==> config.mk <==
export PLATFORM = sky130hd
export DESIGN_NAME = multi_stage_forwarding_unit
export DESIGN_NICKNAME = d
export VERILOG_FILES = /design/src/rtl/multi_stage_forwarding_unit.sv
export SDC_FILE = /design/constraint.sdc
export NUM_CORES = 1
export LEC_CHECK = 0
export CORE_MARGIN = 4
export CORE_UTILIZATION = 40
export CTS_BUF_LIST = sky130_fd_sc_hd__clkbuf_8
export DETAILED_ROUTE_END_ITERATION = 10
export PLACE_DENSITY_LB_ADDON = 0.12
export REMOVE_ABC_BUFFERS = 1
export SLEW_MARGIN = 20
export SYNTH_ARGS = -nofsm -noshare
export SYNTH_HDL_FRONTEND = slang
export SYNTH_SLANG_ARGS = --single-unit
==> constraint.sdc <==
create_clock -name i_clk -period 4.25 [get_ports i_clk]
set_input_delay 1.275 -clock i_clk [delete_from_list [all_inputs] [get_ports i_clk]]
set_output_delay 1.275 -clock i_clk [all_outputs]
set_load 0.01 [all_outputs]
==> src/rtl/multi_stage_forwarding_unit.sv <==
`default_nettype none
// ============================================================================
// Module   : multi_stage_forwarding_unit
// Brief    : DEPTH-stage operand forwarding select and load-use stall unit
// Revision : 1.0 - initial release
// ============================================================================
module multi_stage_forwarding_unit #(
    parameter  int REG_W      = 3,
    parameter  int DATA_W     = 16,
    parameter  int DEPTH      = 3,
    parameter  int LOAD_READY = 1,
    localparam int SEL_W      = $clog2(DEPTH + 1)
) (
    input  logic                    i_clk,
    input  logic                    i_rst,
    input  logic                    i_advance,
    input  logic                    i_flush,
    input  logic                    i_dec_valid,
    input  logic [REG_W-1:0]        i_dec_rs,
    input  logic [REG_W-1:0]        i_dec_rt,
    input  logic                    i_dec_use_rs,
    input  logic                    i_dec_use_rt,
    input  logic [REG_W-1:0]        i_dec_rd,
    input  logic                    i_dec_wb,
    input  logic                    i_dec_is_load,
    input  logic [DEPTH*DATA_W-1:0] i_stage_data,
    output logic [SEL_W-1:0]        o_fwd_sel_a,
    output logic [SEL_W-1:0]        o_fwd_sel_b,
    output logic [DATA_W-1:0]       o_fwd_data_a,
    output logic [DATA_W-1:0]       o_fwd_data_b,
    output logic                    o_stall,
    output logic [SEL_W-1:0]        o_pending_cnt
);

    logic [DEPTH-1:0] r_valid;
    logic [DEPTH-1:0] r_is_load;
    logic [REG_W-1:0] r_rd [DEPTH];

    logic [SEL_W-1:0]  w_sel_a;
    logic [SEL_W-1:0]  w_sel_b;
    logic [DATA_W-1:0] w_data_a;
    logic [DATA_W-1:0] w_data_b;
    logic              w_late_a;
    logic              w_late_b;
    logic              w_stall;
    logic [SEL_W-1:0]  w_cnt;

    // Scan oldest to youngest so the youngest matching producer overwrites.
    always_comb begin
        w_sel_a  = '0;
        w_sel_b  = '0;
        w_data_a = '0;
        w_data_b = '0;
        w_late_a = 1'b0;
        w_late_b = 1'b0;
        w_cnt    = '0;
        for (int k = DEPTH - 1; k >= 0; k--) begin
            if (r_valid[k] && i_dec_use_rs && (r_rd[k] == i_dec_rs)) begin
                w_sel_a  = SEL_W'(k + 1);
                w_data_a = i_stage_data[k*DATA_W +: DATA_W];
                w_late_a = r_is_load[k] && (k < LOAD_READY);
            end
            if (r_valid[k] && i_dec_use_rt && (r_rd[k] == i_dec_rt)) begin
                w_sel_b  = SEL_W'(k + 1);
                w_data_b = i_stage_data[k*DATA_W +: DATA_W];
                w_late_b = r_is_load[k] && (k < LOAD_READY);
            end
            w_cnt = w_cnt + SEL_W'(r_valid[k]);
        end
        w_stall = i_dec_valid && !i_flush && (w_late_a || w_late_b);
    end

    // A flushed or stalled decode slot enters stage 0 as a bubble.
    always_ff @(posedge i_clk) begin
        if (i_rst) begin
            r_valid   <= '0;
            r_is_load <= '0;
            for (int k = 0; k < DEPTH; k++) begin
                r_rd[k] <= '0;
            end
        end else if (i_advance) begin
            for (int k = 1; k < DEPTH; k++) begin
                r_valid[k]   <= r_valid[k-1];
                r_is_load[k] <= r_is_load[k-1];
                r_rd[k]      <= r_rd[k-1];
            end
            r_valid[0]   <= i_dec_valid && i_dec_wb && !i_flush && !w_stall;
            r_is_load[0] <= i_dec_is_load;
            r_rd[0]      <= i_dec_rd;
        end
    end

    assign o_fwd_sel_a   = w_sel_a;
    assign o_fwd_sel_b   = w_sel_b;
    assign o_fwd_data_a  = w_data_a;
    assign o_fwd_data_b  = w_data_b;
    assign o_stall       = w_stall;
    assign o_pending_cnt = w_cnt;

endmodule
`default_nettype wire

# After elaboration in Yosys (flattened, before gate mapping)

Memory sizes are Yosys's and may differ from the RTL's.
Cells that the tools add are included.

Output and inout port bits: 39
Memory bits (writable): 9
Memories kept: 1
Bits in registers: 4
Word-level logic and storage cells: 56
Input port bits: 66

Memories:

| name | depth | bits a word | rd ports | clocked after memory_dff | write ports | RTL line | source |
|---|---|---|---|---|---|---|---|
| r_rd | 3     | 3           | 3        | 0                        | 3           | 37       | `logic [REG_W-1:0] r_rd [DEPTH];` |

Equality and inequality tests: 6
Add/subtract/negate cells: 2
Reduce and logical (&&, ||, !) cells: 20
Multiplexer cells: 22
Bitwise gates (word level): 3

Operator list:

| cell                                   | count |
|---|---|
| 16-bit 2-to-1 mux                      | 6 |
| 3-bit == test                          | 6 |
| 1-bit logical AND                      | 17 |
| 2-bit 2-to-1 mux                       | 6 |
| 3-bit 2-to-1 mux                       | 3 |
| 1-bit 2-to-1 mux                       | 7 |
| 1-bit bitwise OR                       | 3 |
| 1-bit by 1-bit adder with 2-bit output | 1 |
| 2-bit by 1-bit adder with 2-bit output | 1 |
| 1-bit logical NOT                      | 2 |
| 1-bit logical OR                       | 1 |

# Logic depth before layout (Yosys ltp)

Gate-level depths: netlist (run 1).

Depth in word-level cells: 7
Mapped depth: 6
Depth with buffers taken out: 4

# Least setup slack after synthesis (run 1)

No wires, ideal clock.

Path kind: in2out
Start: input i_dec_rs[2]
End: output o_fwd_data_a[10]
Arrival time: 2.465 ns
Path buffers: 2
Data required time: 2.975 ns
Slack: 0.510 ns
Stages on the path: 5
Path through: xor2_1 > or4_1 > buf_6 > buf_4 > a31oi_1

Word-level cells in the longest chain between the ends: 5
Elaborated cells between the ends (all ways): 9
Those cells by class: 3 x eq/ne; 3 x mux; 3 x reduce/logical

RTL lines:

| element                         | RTL line | source |
|---|---|---|
| start: declaration              | 19       | `input logic [REG_W-1:0] i_dec_rs,` |
| 3-bit == test                   | 58       | `if (r_valid[k] && i_dec_use_rs && (r_rd[k] == i_dec_rs)) begin` |
| 1-bit logical AND               | 58       |  |
| 16-bit 2-to-1 mux (2 in series) | 58       |  |
| 16-bit 2-to-1 mux (*)           | 58       |  |
| end: declaration                | 29       | `output logic [DATA_W-1:0] o_fwd_data_a,` |

Every way passes the cells marked *; elsewhere a longest branch is shown, timed or not.

# Worst setup path after layout (run 1)

Start: input i_dec_rs[1]
End: output o_fwd_data_a[1]

Same word-level chain as after synthesis.

==> results of run 1 <==
## kinds of logic (layout without fill, tap and decap cells)
| logic type | Yosys count | in the layout | share of synthesized area |
|---|---|---|---|
| xor+xnor | 18 | 18 | 0.102 |
| fa+ha+maj | 1 | 1 | 0.0130 |
| simple gates | 98 | 98 | 0.327 |
| buf+inv | 17 | 141 | 0.0820 |
| mux | 3 | 3 | 0.0195 |
| compound gates | 52 | 52 | 0.229 |
| flops | 13 | 13 | 0.227 |
## per-layer routing
layer | share of wire | global-route usage
met1 | 0.41 | 0.285
met2 | 0.50 | 0.429
met3 | 0.079 | 0.0302
met4 | 0.017 | 0.0383
met5 | 0 | 0
## worst max path at each step
stage | startpoint | end | slack (ns)
finish | i_dec_rs[1] | o_fwd_data_a[1] | 0.03
global placement | i_dec_rs[1] | o_fwd_data_a[11] | -0.52
global route | i_dec_rt[2] | o_fwd_data_b[9] | -0.04
detailed placement | i_dec_rs[2] | o_fwd_data_a[13] | -0.52
CTS | i_dec_rt[2] | o_fwd_data_b[6] | 0.003
floorplan | i_dec_rt[2] | o_stall | 0.19
## power groups by stage
| stage | clock network (mW) | logic, mW | registers, mW |
|---|---|---|---|
| after floorplan | 0 | 0.0299 | 0.151 |
| after global placement | 0 | 0.117 | 0.153 |
| after detailed placement | 0 | 0.119 | 0.153 |
| after CTS | 0.107 | 0.118 | 0.151 |
| after global routing | 0.111 | 0.127 | 0.152 |
| final | 0.105 | 0.120 | 0.151 |
## critical path, delay by kind of cell
| kind | cells | cell delay, ns |
|---|---|---|
| AO/OA/AOI/OAI | 1 | 0.19 |
| XOR/XNOR | 1 | 0.19 |
| buffers and inverters | 4 | 0.84 |
| AND/OR/NAND/NOR | 2 | 0.46 |
## repair_timing
| item | in CTS | in global routing |
|---|---|---|
| pin swaps | 7 | 5 |
| endpoints found under the setup margin | 37 | 25 |
| gates cloned | 4 | 2 |
| gates resized for setup | 87 | 38 |
| setup buffers | 4 | 3 |
## sequential cells by signal (all words and copies together), names as in the netlist
signal and cells:
r_is_load 1, r_rd 9, r_valid 3
## area by class of cell
type                    instances  share of cell area
repair buffers                136               0.456
multi-input cells             172               0.383
flip-flops and latches         13               0.123
well taps                      48              0.0210
clock buffers                   3              0.0145
clock inverters                 1             0.00132
inverters                       1             0.00132
## cell usage in the layout (no fill, tap or decap), types with 4 or more instances in the layout
cell type,instances
a32oi_1,16
a21oi_1,16
buf_12,5
and2_1,9
clkdlybuf4s50_1,59
clkbuf_2,17
buf_2,10
dlygate4sd2_1,16
a31oi_1,16
buf_4,16
buf_6,5
nand2_1,25
nand3_1,15
nor2_1,35
dfxtp_1,4
xor2_1,14
edfxtp_1,9
==> key figures, run 1 <==
Route
  • Vias/cell: 5.57
  • Antenna viol nets, final: 0
  • DR DRC count: 0
  • Detailed-route via count: 2,083
  • DR WL/cell: 17.2 um
  • Pre-Repair DR Iteration Count: 4
  • Starting DRC count in detailed routing: 235
  • Routed WL: 6450 um

Floorplan
  • Initial Util: 0.418
  • Chip width: 70.1 um
  • FP Rows: 22
  • Die ar.: 0.00491 mm^2
  • Core Box Area: 0.00369 mm^2
  • Ports: 105
  • Die height: 70.1 um

Logic synthesis
  • Mapped cell area: 0.00154 mm^2
  • Top cells by area, synth: edfxtp_1, a32oi_1, nor2_1
  • Seq cells post-synth: 13
  • Count leader, synth: nor2_1
  • Synth unique cells: 31
  • Post-synth top area share: 0.175
  • Synth Flop Type: edfxtp_1
  • Synth warn: 0
  • Post-synth EDFFs: 9
  • Synth top cells by count: nor2_1, nand2_1, a21oi_1, a31oi_1, a32oi_1
  • FFs w/ async S/R, synth: 0
  • Synth area leader: edfxtp_1
  • Register area share after synthesis: 0.227
  • Syn Inst Count: 202
  • Syn_area_per_cell: 7.62 um^2

Clock tree
  • Clk_lat worst skew: 0.24 ns
  • Hold buffers post-CTS: 0
  • Sink Count: 13
  • CTS tree: done
  • CTS clk-pin slew, worst paths: 0.05 ns
  • Htree depth: 1
  • CTS Root Cell: clkbuf_8
  • Cts bufs inserted: 3
  • Clk buf depth: 2

Power and ir drop
  • Switching Fraction: 0.250
  • Internal power: 0.282 mW
  • Combinational Power Share: 0.320
  • P_leak: 1.25 nW
  • Peak VDD IR: 0.201 mV
  • Sw Pwr: 0.0939 mW
  • Clock power share: 0.278
  • Power per cell area: 132 mW/mm^2
  • Sequential power share: 0.402
  • Overall power: 0.376 mW

Critical path
  • Worst path most repeated cell: buf_2
  • WS Path Type: in2out
  • Worst r2r src: r_rd[0][2]$_SDFFCE_PN0P_
  • Crit-path cells: dlygate4sd2_1, xor2_1, buf_4, nor4_4, buf_2, nand2_1, a31oi_1, buf_2
  • R2R Setup Slk: 2.66 ns
  • Worst EP required: 2.97 ns
  • Worst-path maximum fanout: 4
  • Max incr delay on CP: 0.36 ns
  • CP arrival: 2.95 ns
  • Slowest-stage cell, CP: nor4_4
  • R2R cell count: 4
  • R2R Path End: r_valid[0]$_SDFFE_PP0P_
  • Worst setup SP type: input pin
  • Crit end category: output port

Cells and area
  • Diodes inserted: 0
  • Layout cells sized above 1: 0.224
  • Final non-filler cell total: 374
  • Area grow syn2layout: 85.3%
  • Register area: 350 um^2
  • Multi-input logic area: 0.00109 mm^2
  • Design area: 0.00285 mm^2
  • Final nets: 394
  • Filler cells: 299
  • Final core area utilization: 0.774

Hold path
  • Launch point of the worst hold path: r_is_load[0]$_SDFFE_PP0P_
  • HP Class: reg2reg
  • Hold path depth: 2
  • Worst Hold End: r_is_load[0]$_SDFFE_PP0P_

Timing
  • Min Hold Slack: 0.511 ns
  • Max Fclk: 237 MHz
  • Fin crit period: 4.22 ns
  • Measured slew at the worst slew-check pin: 0.505 ns
  • Worst clock skew: 0.000416 ns
  • Final worst path period share: 0.994
  • Final setup vio count: 0
  • Sum of negative setup slack: 0 ns
  • Final worst setup slack: 0.0269 ns
  • Final number of hold-violating endpoints: 0
  • Relative slew slack: 0.663
  • RSZ-0062 raised after global routing: true
  • Total count of max-transition violations in the final report: 0

Global routing
  • Global-route wire length before repair: 9380 um
  • GRT Total Usage: 0.231
  • Via count of the first global-routing pass: 1,863
  • Largest net degree at the start of global routing: 35
  • Total grt overflow: 0
  • Initial antenna violation count: 0

Place
  • I/O Buffers: 104
  • Post-DP Area: 0.00271 mm^2
  • HPWL Detailed: 4290 um
  • Pre-CTS setup slack: -0.520 ns
  • Cells after DPL: 357
  • Final GP Congestion: 0.861

Status
  • Run status: completed

Run
  • Max-cap viol count: 0
Power figures use the tool's default switching activity.
==> inputs of run 2 (changes only) <==
- ABC_CLOCK_PERIOD_IN_PS: not set -> 4250
- CORE_MARGIN: 4 -> 2
==> key figures, run 2 (synthesized netlist as in run 1, its figures left out) <==
Status
  • Run status: completed

Place
  • Post-DP Area: 0.00272 mm^2
  • Pre-CTS setup slack: -0.577 ns
  • I/O Buffers: 104
  • HPWL Detailed: 4040 um
  • Final GP Congestion: 0.801

Cells and area
  • Design area: 0.00287 mm^2
  • Commonest non-fill, non-tap cell in the layout: clkdlybuf4s50_1
  • Most frequent cells in the layout: clkdlybuf4s50_1, nor2_1, buf_2, nand2_1
  • Regs by FF count: r_rd: 9 flops, r_valid: 3 flops, r_is_load: 1 flops
  • Area grow syn2layout: 86.1%
  • Layout cells sized above 1: 0.250
  • Diodes inserted: 0
  • Reg with most FFs: r_rd
  • Max reg flops: 9
  • Final nets: 392

Power and ir drop
  • P_leak: 1.25 nW
  • Sequential power share: 0.403
  • Peak VDD IR: 0.246 mV
  • Power per cell area: 132 mW/mm^2
  • Combinational Power Share: 0.325
  • Switching Fraction: 0.253
  • Internal power: 0.283 mW
  • Sw Pwr: 0.0960 mW
  • Clock power share: 0.272

Critical path
  • CP arrival: 2.97 ns
  • Crit end category: output port
  • Worst r2r src: r_rd[0][0]$_SDFFCE_PN0P_
  • R2R Setup Slk: 2.56 ns
  • R2R Path End: r_valid[0]$_SDFFE_PP0P_
  • Worst EP required: 2.97 ns
  • R2R cell count: 5
  • Worst-path maximum fanout: 9
  • Worst setup SP type: input pin
  • WS Path Type: in2out

Floorplan
  • Initial Util: 0.418
  • FP Rows: 22
  • Die ar.: 0.00436 mm^2
  • Die height: 66.1 um
  • Ports: 105
  • Core Box Area: 0.00369 mm^2
  • Chip width: 66.1 um

Route
  • DR DRC count: 0
  • Vias/cell: 5.81
  • Detailed-route via count: 2,163
  • Routed WL: 6450 um
  • Antenna viol nets, final: 0
  • Starting DRC count in detailed routing: 294
  • Pre-Repair DR Iteration Count: 5
  • DR WL/cell: 17.3 um

Timing
  • Total count of max-transition violations in the final report: 0
  • Final worst setup slack: 0.00556 ns
  • Worst clock skew: 0.00208 ns
  • Fin crit period: 4.24 ns
  • Min Hold Slack: 0.502 ns
  • Relative slew slack: 0.691
  • Sum of negative setup slack: 0 ns
  • Measured slew at the worst slew-check pin: 0.462 ns
  • Final number of hold-violating endpoints: 0
  • Final worst path period share: 0.999
  • Final setup vio count: 0
  • Max Fclk: 236 MHz

Hold path
  • Launch point of the worst hold path: r_is_load[0]$_SDFFE_PP0P_
  • Worst Hold End: r_is_load[0]$_SDFFE_PP0P_
  • HP Class: reg2reg
  • Hold path depth: 2

Clock tree
  • Clk_lat worst skew: 0.24 ns
  • Cts bufs inserted: 3
  • CTS tree: done
  • Clk buf depth: 2
  • CTS Root Cell: clkbuf_8
  • Sink Count: 13
  • Htree depth: 1
  • CTS clk-pin slew, worst paths: 0.05 ns

Global routing
  • GRT Total Usage: 0.291
  • Total grt overflow: 0
  • Largest net degree at the start of global routing: 27
  • Via count of the first global-routing pass: 2,017
  • Global-route wire length before repair: 9800 um
  • Initial antenna violation count: 0

Run
  • Max-cap viol count: 0
[run 2: cell types whose count changed in the layout (fill, tap and decap cells not counted), sizes merged]
cell           change
buf               +23
clkbuf            -17
dlygate4sd2        -8
clkdlybuf4s50      +1
clkdlybuf4s15      -1
[run 2: critical path, cell delays in order]
cell and delay, ns:
clkdlybuf4s50_1 0.50, nand2_1 0.10, buf_4 0.16, nor4_4 0.12, buf_4 0.18, buf_12 0.13
nand2_1 0.08, a31oi_1 0.23, buf_2 0.19
[run 2: how the worst max path moves through the flow]
stage / startpoint / endpoint / slack (ns) / depth (start not counted)
final: i_dec_use_rs / o_fwd_data_a[7] / 0.006 / 9
after global routing: i_dec_use_rs / o_fwd_data_a[7] / -0.08 / 9
after CTS: i_dec_rt[2] / o_stall / 0.02 / 7
after detailed placement: i_dec_rs[1] / o_fwd_data_a[7] / -0.58 / 6
after global placement: i_dec_rs[1] / o_fwd_data_a[5] / -0.54 / 6
after floorplan: i_dec_rt[2] / o_stall / 0.19 / 4
[run 2: layout make-up]
type	instances	area [um^2]
clock buffers	3	41.3
clock inverters	1	3.75
fillers	277	822
inverters	1	3.75
multi-input cells	172	1120
flip-flops and latches	13	350
well taps	48	60.1
repair buffers	134	1280
[run 2: power by group through the flow]
| stage | clock network (mW) | logic, mW | registers, mW |
|---|---|---|---|
| floorplan | 0 | 0.0299 | 0.151 |
| global placement | 0 | 0.115 | 0.153 |
| detailed placement | 0 | 0.117 | 0.153 |
| CTS | 0.107 | 0.120 | 0.152 |
| global route | 0.115 | 0.131 | 0.153 |
| finish | 0.103 | 0.123 | 0.153 |
[run 2: layer usage]
layer / part of all wire / up-vias / global-route usage
met1: 0.37 / 995 / 0.339
met5: 0 / - / 0
met4: 0.037 / 0 / 0.133
met2: 0.50 / 158 / 0.527
met3: 0.092 / 25 / 0.0375
li1: - / 985 / -
[run 2: per-stage QoR]
stage	std cells	total power, mW	utilization
3_3_place_gp	355	0.268	0.738
5_1_grt	372	0.399	0.777
4_1_cts	370	0.380	0.783
2_1_floorplan	186	0.181	-
3_5_place_dp	355	0.270	0.738
6_report	372	0.379	0.777
[run 2: timing repair]
action	in CTS	in global routing
gates resized for setup	155	12
cloned	6	1
pin swaps	6	5
hold buffers	0	0
buffers inserted	5	1
endpoints found under the setup margin	37	29
==> inputs of run 3 (changes only) <==
- CTS_BUF_LIST: sky130_fd_sc_hd__clkbuf_8 -> sky130_fd_sc_hd__clkbuf_2 sky130_fd_sc_hd__clkbuf_4 sky130_fd_sc_hd__clkbuf_8
==> key figures, run 3 (synthesized netlist as in run 1, its figures left out) <==
Power and ir drop
  • Sw Pwr: 0.0970 mW
  • Power per cell area: 135 mW/mm^2
  • Internal power: 0.292 mW
  • Switching Fraction: 0.250
  • Peak VDD IR: 0.246 mV
  • Combinational Power Share: 0.317
  • Sequential power share: 0.393
  • Clock power share: 0.290
  • P_leak: 1.25 nW

Hold path
  • Worst Hold End: r_is_load[0]$_SDFFE_PP0P_
  • Hold path depth: 2
  • Launch point of the worst hold path: r_is_load[0]$_SDFFE_PP0P_
  • HP Class: reg2reg

Route
  • Pre-Repair DR Iteration Count: 5
  • Starting DRC count in detailed routing: 293
  • Routed WL: 6450 um
  • Detailed-route via count: 2,166
  • Antenna viol nets, final: 0
  • Vias/cell: 5.82
  • DR WL/cell: 17.3 um
  • DR DRC count: 0

Timing
  • Relative slew slack: 0.687
  • Worst clock skew: 0.00153 ns
  • Fin crit period: 4.24 ns
  • Max Fclk: 236 MHz
  • Total count of max-transition violations in the final report: 0
  • Sum of negative setup slack: 0 ns
  • Measured slew at the worst slew-check pin: 0.468 ns
  • Final number of hold-violating endpoints: 0
  • Final setup vio count: 0
  • Min Hold Slack: 0.501 ns
  • Final worst path period share: 0.999

Cells and area
  • Diodes inserted: 0
  • Multi-input logic area: 0.00112 mm^2
  • Most frequent cells in the layout: clkdlybuf4s50_1, nor2_1, buf_2, nand2_1
  • Register area: 350 um^2
  • Max reg flops: 9
  • Filler cells: 274
  • Regs by FF count: r_rd: 9 flops, r_valid: 3 flops, r_is_load: 1 flops
  • Commonest non-fill, non-tap cell in the layout: clkdlybuf4s50_1
  • Final nets: 392
  • Layout cells sized above 1: 0.256
  • Area grow syn2layout: 86.4%
  • Reg with most FFs: r_rd

Critical path
  • Max incr delay on CP: 0.51 ns
  • Worst-path maximum fanout: 9
  • R2R Setup Slk: 2.56 ns
  • Worst r2r src: r_rd[0][0]$_SDFFCE_PN0P_
  • R2R cell count: 5
  • R2R Path End: r_valid[0]$_SDFFE_PP0P_
  • Slowest-stage cell, CP: clkdlybuf4s50_1
  • Crit-path cells: clkdlybuf4s50_1, nand2_1, buf_4, nor4_4, buf_4, buf_12, nand2_1, a31oi_1, buf_2
  • Worst setup SP type: input pin
  • Crit end category: output port
  • WS Path Type: in2out
  • Worst EP required: 2.97 ns
  • CP arrival: 2.97 ns

Clock tree
  • Clk_lat worst skew: 0.24 ns
  • Htree depth: 1
  • CTS tree: done
  • CTS clk-pin slew, worst paths: 0.05 ns
  • CTS Root Cell: clkbuf_8
  • Cts bufs inserted: 3
  • Sink Count: 13
  • Clk buf depth: 2

Floorplan
  • FP Rows: 22
  • Die height: 66.1 um
  • Chip width: 66.1 um
  • Die ar.: 0.00436 mm^2
  • Ports: 105
  • Initial Util: 0.418
  • Core Box Area: 0.00369 mm^2

Status
  • Run status: completed

Global routing
  • Total grt overflow: 0
  • Global-route wire length before repair: 9810 um
  • Largest net degree at the start of global routing: 27
  • Initial antenna violation count: 0
  • GRT Total Usage: 0.292
  • Via count of the first global-routing pass: 2,029

Place
  • HPWL Detailed: 4040 um
  • I/O Buffers: 104
  • Final GP Congestion: 0.801

Run
  • Max-cap viol count: 0
[run 3: how the worst max path moves through the flow]
stage | slack [ns] | endpoint | from
final | 0.005 | o_fwd_data_a[7] | i_dec_use_rs
after global routing | -0.08 | o_fwd_data_a[7] | i_dec_use_rs
after CTS | 0.02 | o_stall | i_dec_rt[2]
after detailed placement | -0.58 | o_fwd_data_a[7] | i_dec_rs[1]
after global placement | -0.54 | o_fwd_data_a[5] | i_dec_rs[1]
after floorplan | 0.19 | o_stall | i_dec_rt[2]
[run 3: final cells by class]
type	instances	share of cell area
repair buffers	134	0.447
multi-input cells	172	0.391
flip-flops and latches	13	0.122
well taps	48	0.0209
clock buffers	4	0.0170
inverters	1	0.00131
[run 3: metal layers]
metal / up-vias / part of all wire / GRT usage
met5: - / 0 / 0
met4: 0 / 0.042 / 0.156
met3: 27 / 0.099 / 0.0443
met2: 158 / 0.50 / 0.516
met1: 991 / 0.35 / 0.335
li1: 990 / - / -
[run 3: power by group through the flow]
stage | logic, mW | registers (mW) | clock network, mW
2_1_floorplan | 0.0299 | 0.151 | 0
3_3_place_gp | 0.115 | 0.153 | 0
3_5_place_dp | 0.117 | 0.153 | 0
4_1_cts | 0.120 | 0.152 | 0.117
5_1_grt | 0.131 | 0.153 | 0.122
6_report | 0.123 | 0.153 | 0.112
[run 3: worst max-delay path, delay by kind of cell]
| kind | cells | cell delay [ns] |
|---|---|---|
| buf+inv | 5 | 1.15 |
| compound gates | 1 | 0.24 |
| simple gates | 3 | 0.30 |
[run 3: timing repair]
item,CTS,global route
resized for setup,155,12
gates cloned,6,1
buffers inserted,5,1
endpoints found under the setup margin,37,29
pin swaps,6,5
hold buffers,0,0
[run 3: metrics by stage]
step	setup slack, ns	power (mW)	util	instance area (um^2)	std cells
global route	-0.0828	0.406	0.778	2870	372
global placement	-0.544	0.268	0.738	2720	355
CTS	0.0187	0.389	0.784	2890	370
finish	0.00513	0.389	0.778	2870	372
floorplan	0.187	0.181	-	1420	186
detailed placement	-0.577	0.270	0.738	2720	355
==> RTL edit 1, RTL diff (flow settings as in run 2) <==
Make the reset (`i_rst`) asynchronous in one clocked block.
--- a/src/rtl/multi_stage_forwarding_unit.sv
+++ b/src/rtl/multi_stage_forwarding_unit.sv
@@ -73,3 +73,3 @@
     // A flushed or stalled decode slot enters stage 0 as a bubble.
-    always_ff @(posedge i_clk) begin
+    always_ff @(posedge i_clk or posedge i_rst) begin
         if (i_rst) begin
Formal check against the unedited RTL: differs if i_rst is asserted again (counterexample within 4 cycles, from zero or initial values and one cycle with i_rst high); with i_rst held inactive, the same outputs for 10 cycles.
==> RTL edit 1 against run 2 <==
Sequential share of layout area shrank 1.2 points. Total power is 29% higher. Sequential cell count unchanged. Design area rose by 2.8%. Routed wire length is 0.40% lower. Worst setup slack improved by 0.056 ns. Clock skew increased by 0.0029 ns. Via count down 1.4%. Synthesized area up 2.1%. Critical path type unchanged. Largest power group is now combinational logic.
==> RTL edit 1: results (changes against run 2) <==
• DRC marker count from the first detailed-route iteration: 189, -36%
• instance count along the most critical hold path: 1, -1
• met3 Track Usage GR: 0.0541, +0.0166
• Synth Cell Area: 0.00157 mm², +2.1%
• proportion of layout cells with a drive suffix above 1: 0.324, +0.0741
• area post-placement: 0.00278 mm², +2.0%
• total of plain and repair buffers excluding clock buffers: 138, +3.0%
• #MultiIn Comb: 167, -2.9%
• final estimated routing congestion in global placement: 0.843, +5.2%
• hold slack final: 0.514 ns, +0.0124 ns
• destination of the worst register-to-register timing path: r_valid[0]
• timing endpoint of the critical path: o_fwd_sel_a[0]
• cell count after placement: 354, -0.28%
• met2 layer usage reported by global route: 0.526, about the same
• Async S/R FF share, synth: 1.00, +1.00
• per-cell via count in the routed design: 5.73, -1.4%
• share of the final layout cell area in multi-input gates: 0.404, +0.0119
• count of unique library cells instantiated by Yosys: 27, -13%
• run status: finished clean
• reg-to-reg setup timing slack: 2.63 ns, +0.07 ns
• post-detailed-route wirelength per cell: 17.3 µm, -0.40%
• inverters: 2, +1
• R2R Path Start: r_rd[8]
• filler cell count: 274, -1.1%
• Post-Syn Instances: 199, -1.5%
• worst hold path endpoint: r_is_load[0]
• met1 GRT Util: 0.341, +0.00172
• register area: 325 µm², -7.1%
• Clock buf/inv share: 0.0153, -0.000427
• area of combinational cells with multiple inputs: 0.00119 mm², +5.9%
• ratio of final minimum period to clock period: 0.986, -0.0132
• number of global-route vias before repair: 2,063, +2.3%
• highest-delay cell along the critical path: or4_4
• proportion of netlist area held by the largest area contributor: 0.207, +0.0314
• Global Route Usage Sum: 0.295, +0.00393
• wire length of the first global-routing pass: 9.99 mm, +1.9%
• placed wire-length estimate after detailed placement: 4.18 mm, +3.4%
• top cells by count, synth: nor2_1 (32), nand2_1 (26), a21oi_1 (16), a31oi_1 (16), a32oi_1 (16)
• met2 WL post-DR: 3.12 mm, -2.5%
• data arrival time at the worst-slack endpoint: 2.91 ns, -0.06 ns
• critical path launch point: i_dec_rs[0]
• register area share after synthesis: 0.207, -0.0206
RTL edit 1: timing repair:
action | 4_1_cts | 5_1_grt
gates cloned | 6 | 0
setup endpoints to repair | 37 | 20
resized for setup | 134 | 21
pin swaps | 10 | 9
setup buffers | 8 | 1
RTL edit 1: logic make-up (layout without fill, tap and decap cells):
group / count (synthesis) / in the layout / share of synthesized area
AOI/OAI and AO/OA: 52 / 52 / 0.224
xor gates and xnor gates: 18 / 18 / 0.100
adders and majority gates: 1 / 1 / 0.0127
buffers and inverters: 19 / 144 / 0.0756
DFF: 13 / 13 / 0.207
muxes: 12 / 12 / 0.0859
and+or+nand+nor: 84 / 84 / 0.294
RTL edit 1: power by group:
group	leakage [nW]	switching (mW)	total, mW	internal, mW
combinational	1.11	0.0891	0.215	0.126
sequential	0.158	0.0238	0.164	0.140
clock	0.0269	0.0466	0.111	0.0639
==> RTL edit 2, RTL diff (settings of run 2) <==
Made on the original files. `REG_W`: 3 -> 6.
--- a/src/rtl/multi_stage_forwarding_unit.sv
+++ b/src/rtl/multi_stage_forwarding_unit.sv
@@ -7,3 +7,3 @@
 module multi_stage_forwarding_unit #(
-    parameter  int REG_W      = 3,
+    parameter  int REG_W      = 6,
     parameter  int DATA_W     = 16,
Interface: changed (resized i_dec_rd, i_dec_rs and i_dec_rt); port bits go from 105 to 114. The function was not compared with the original's and may differ.
==> RTL edit 2 against run 2 <==
Routed wire length is 30% higher. Synthesized cell count grew 30%. Combinational power rose by 53%. Largest power group unchanged. Synthesized area up 42%. Design area is 41% higher. Highest routed layer unchanged. Sequential cell count up 9. Worst setup slack improved by 0.075 ns. Largest cell class is now multi-input gates. Total power up 54%.
==> RTL edit 2: results (changes against run 2) <==
• run status: finished clean
• Skew-Pair Late Insertion Delay: 0.26 ns, +0.02 ns
• Port Buffers: 113, +8.7%
• pin count of the biggest net entering global routing: 35, +30%
• met2 layer usage reported by global route: 0.484, -0.0420
• Routed met3 length: 658 µm, +11%
• smallest setup slack after layout: 0.0803 ns, +0.0748 ns
• R2R Path Start: r_rd[0][5]
• post-detailed-route wirelength per cell: 17.2 µm, -0.51%
• wire length on met1: 3.37 mm, +40%
• placed wire-length estimate after detailed placement: 5.25 mm, +30%
• Internal Dissipation: 0.426 mW, +51%
• Reg2Reg Depth: 8, +3
• largest fanout on the critical path: 8, -1
• register area share after synthesis: 0.283, +0.0558
• Post-Synth Adder-Cell Area: 0.00914, -0.00386
• total leakage power: 1.74 nW, +39%
• number of global-route vias before repair: 2,609, +29%
• skew final: 0.00103 ns, -0.00105 ns
• slew at the pin with the worst max-slew slack: 0.440 ns, -0.0219 ns
• wire length of the first global-routing pass: 13.0 mm, +33%
• final estimated routing congestion in global placement: 0.838, +4.6%
• met3 Track Usage GR: 0.0360, -0.00143
• Global Route Usage Sum: 0.267, -0.0243
• met1 GRT Util: 0.327, -0.0128
• met2 WL post-DR: 4.17 mm, +30%
• filler cell count: 373, +35%
• final WL: 8.36 mm, +30%
• number of enable-type register cells in the synthesized netlist: 18, +9
• data arrival time at the worst-slack endpoint: 2.89 ns, -0.08 ns
• top cells by count, synth: nand2_1 (39), nand3_1 (35), and2_1 (20)
• Worst VDD drop: 0.000215 V, -13%
• mean instance size in the synthesized netlist: 8.33 µm², +9.3%
• count of unique library cells instantiated by Yosys: 35, +13%
• highest-delay cell along the critical path: nor4_4
• clock slew seen by the registers of the worst setup and hold paths: 0.08 ns, +0.03 ns
• reg-to-reg setup timing slack: 2.46 ns, -0.10 ns
• post-synthesis share of cell area spent on xor and xnor gates: 0.144, +0.0416
## RTL edit 2: stage by stage
stage          hold slack (ns)  power [mW]  instance area (µm²)
4_1_cts                  0.528       0.576                 3950
3_3_place_gp             0.494       0.425                 3520
6_report                 0.514       0.582                 4050
3_5_place_dp             0.505       0.428                 3520
5_1_grt                  0.601       0.607                 4050
2_1_floorplan            0.453       0.317                 2100
## RTL edit 2: timing repair
action,4_1_cts,5_1_grt
gates cloned,4,1
hold buffers,0,0
gates resized for setup,208,33
buffers inserted,23,5
pin swaps,32,22
endpoints found under the setup margin,37,32
## RTL edit 2: power groups by stage
stage,combinational (mW),sequential (mW),clock [mW]
floorplan,0.0544,0.263,0
global placement,0.160,0.265,0
CTS,0.180,0.264,0.132
global route,0.200,0.267,0.141
detailed placement,0.162,0.266,0
finish,0.188,0.265,0.129
## RTL edit 2: area by class of cell
class / instances / share of cell area
flip-flops and latches: 22 / 0.153
repair buffers: 165 / 0.392
multi-input cells: 222 / 0.420
clock buffers: 3 / 0.0102
clock inverters: 1 / 0.000927
inverters: 2 / 0.00185
well taps: 70 / 0.0216
## RTL edit 2: kinds of logic (layout without fill, tap and decap cells)
kind of cell,Yosys count,count (layout)
and+or+nand+nor,145,145
DFF,22,22
muxes,3,3
adders and majority gates,1,1
AOI/OAI and AO/OA,37,37
xor gates and xnor gates,36,36
buffers and inverters,19,171
## RTL edit 2: worst register-to-register path, cell delays in order, from the launching register on
cell and delay (ns):
edfxtp_1 0.43, xor2_1 0.18, nor4_2 0.30, nand4_1 0.12, buf_4 0.18, buf_4 0.14, a21boi_2 0.15, buf_4 0.12
o22ai_1 0.05
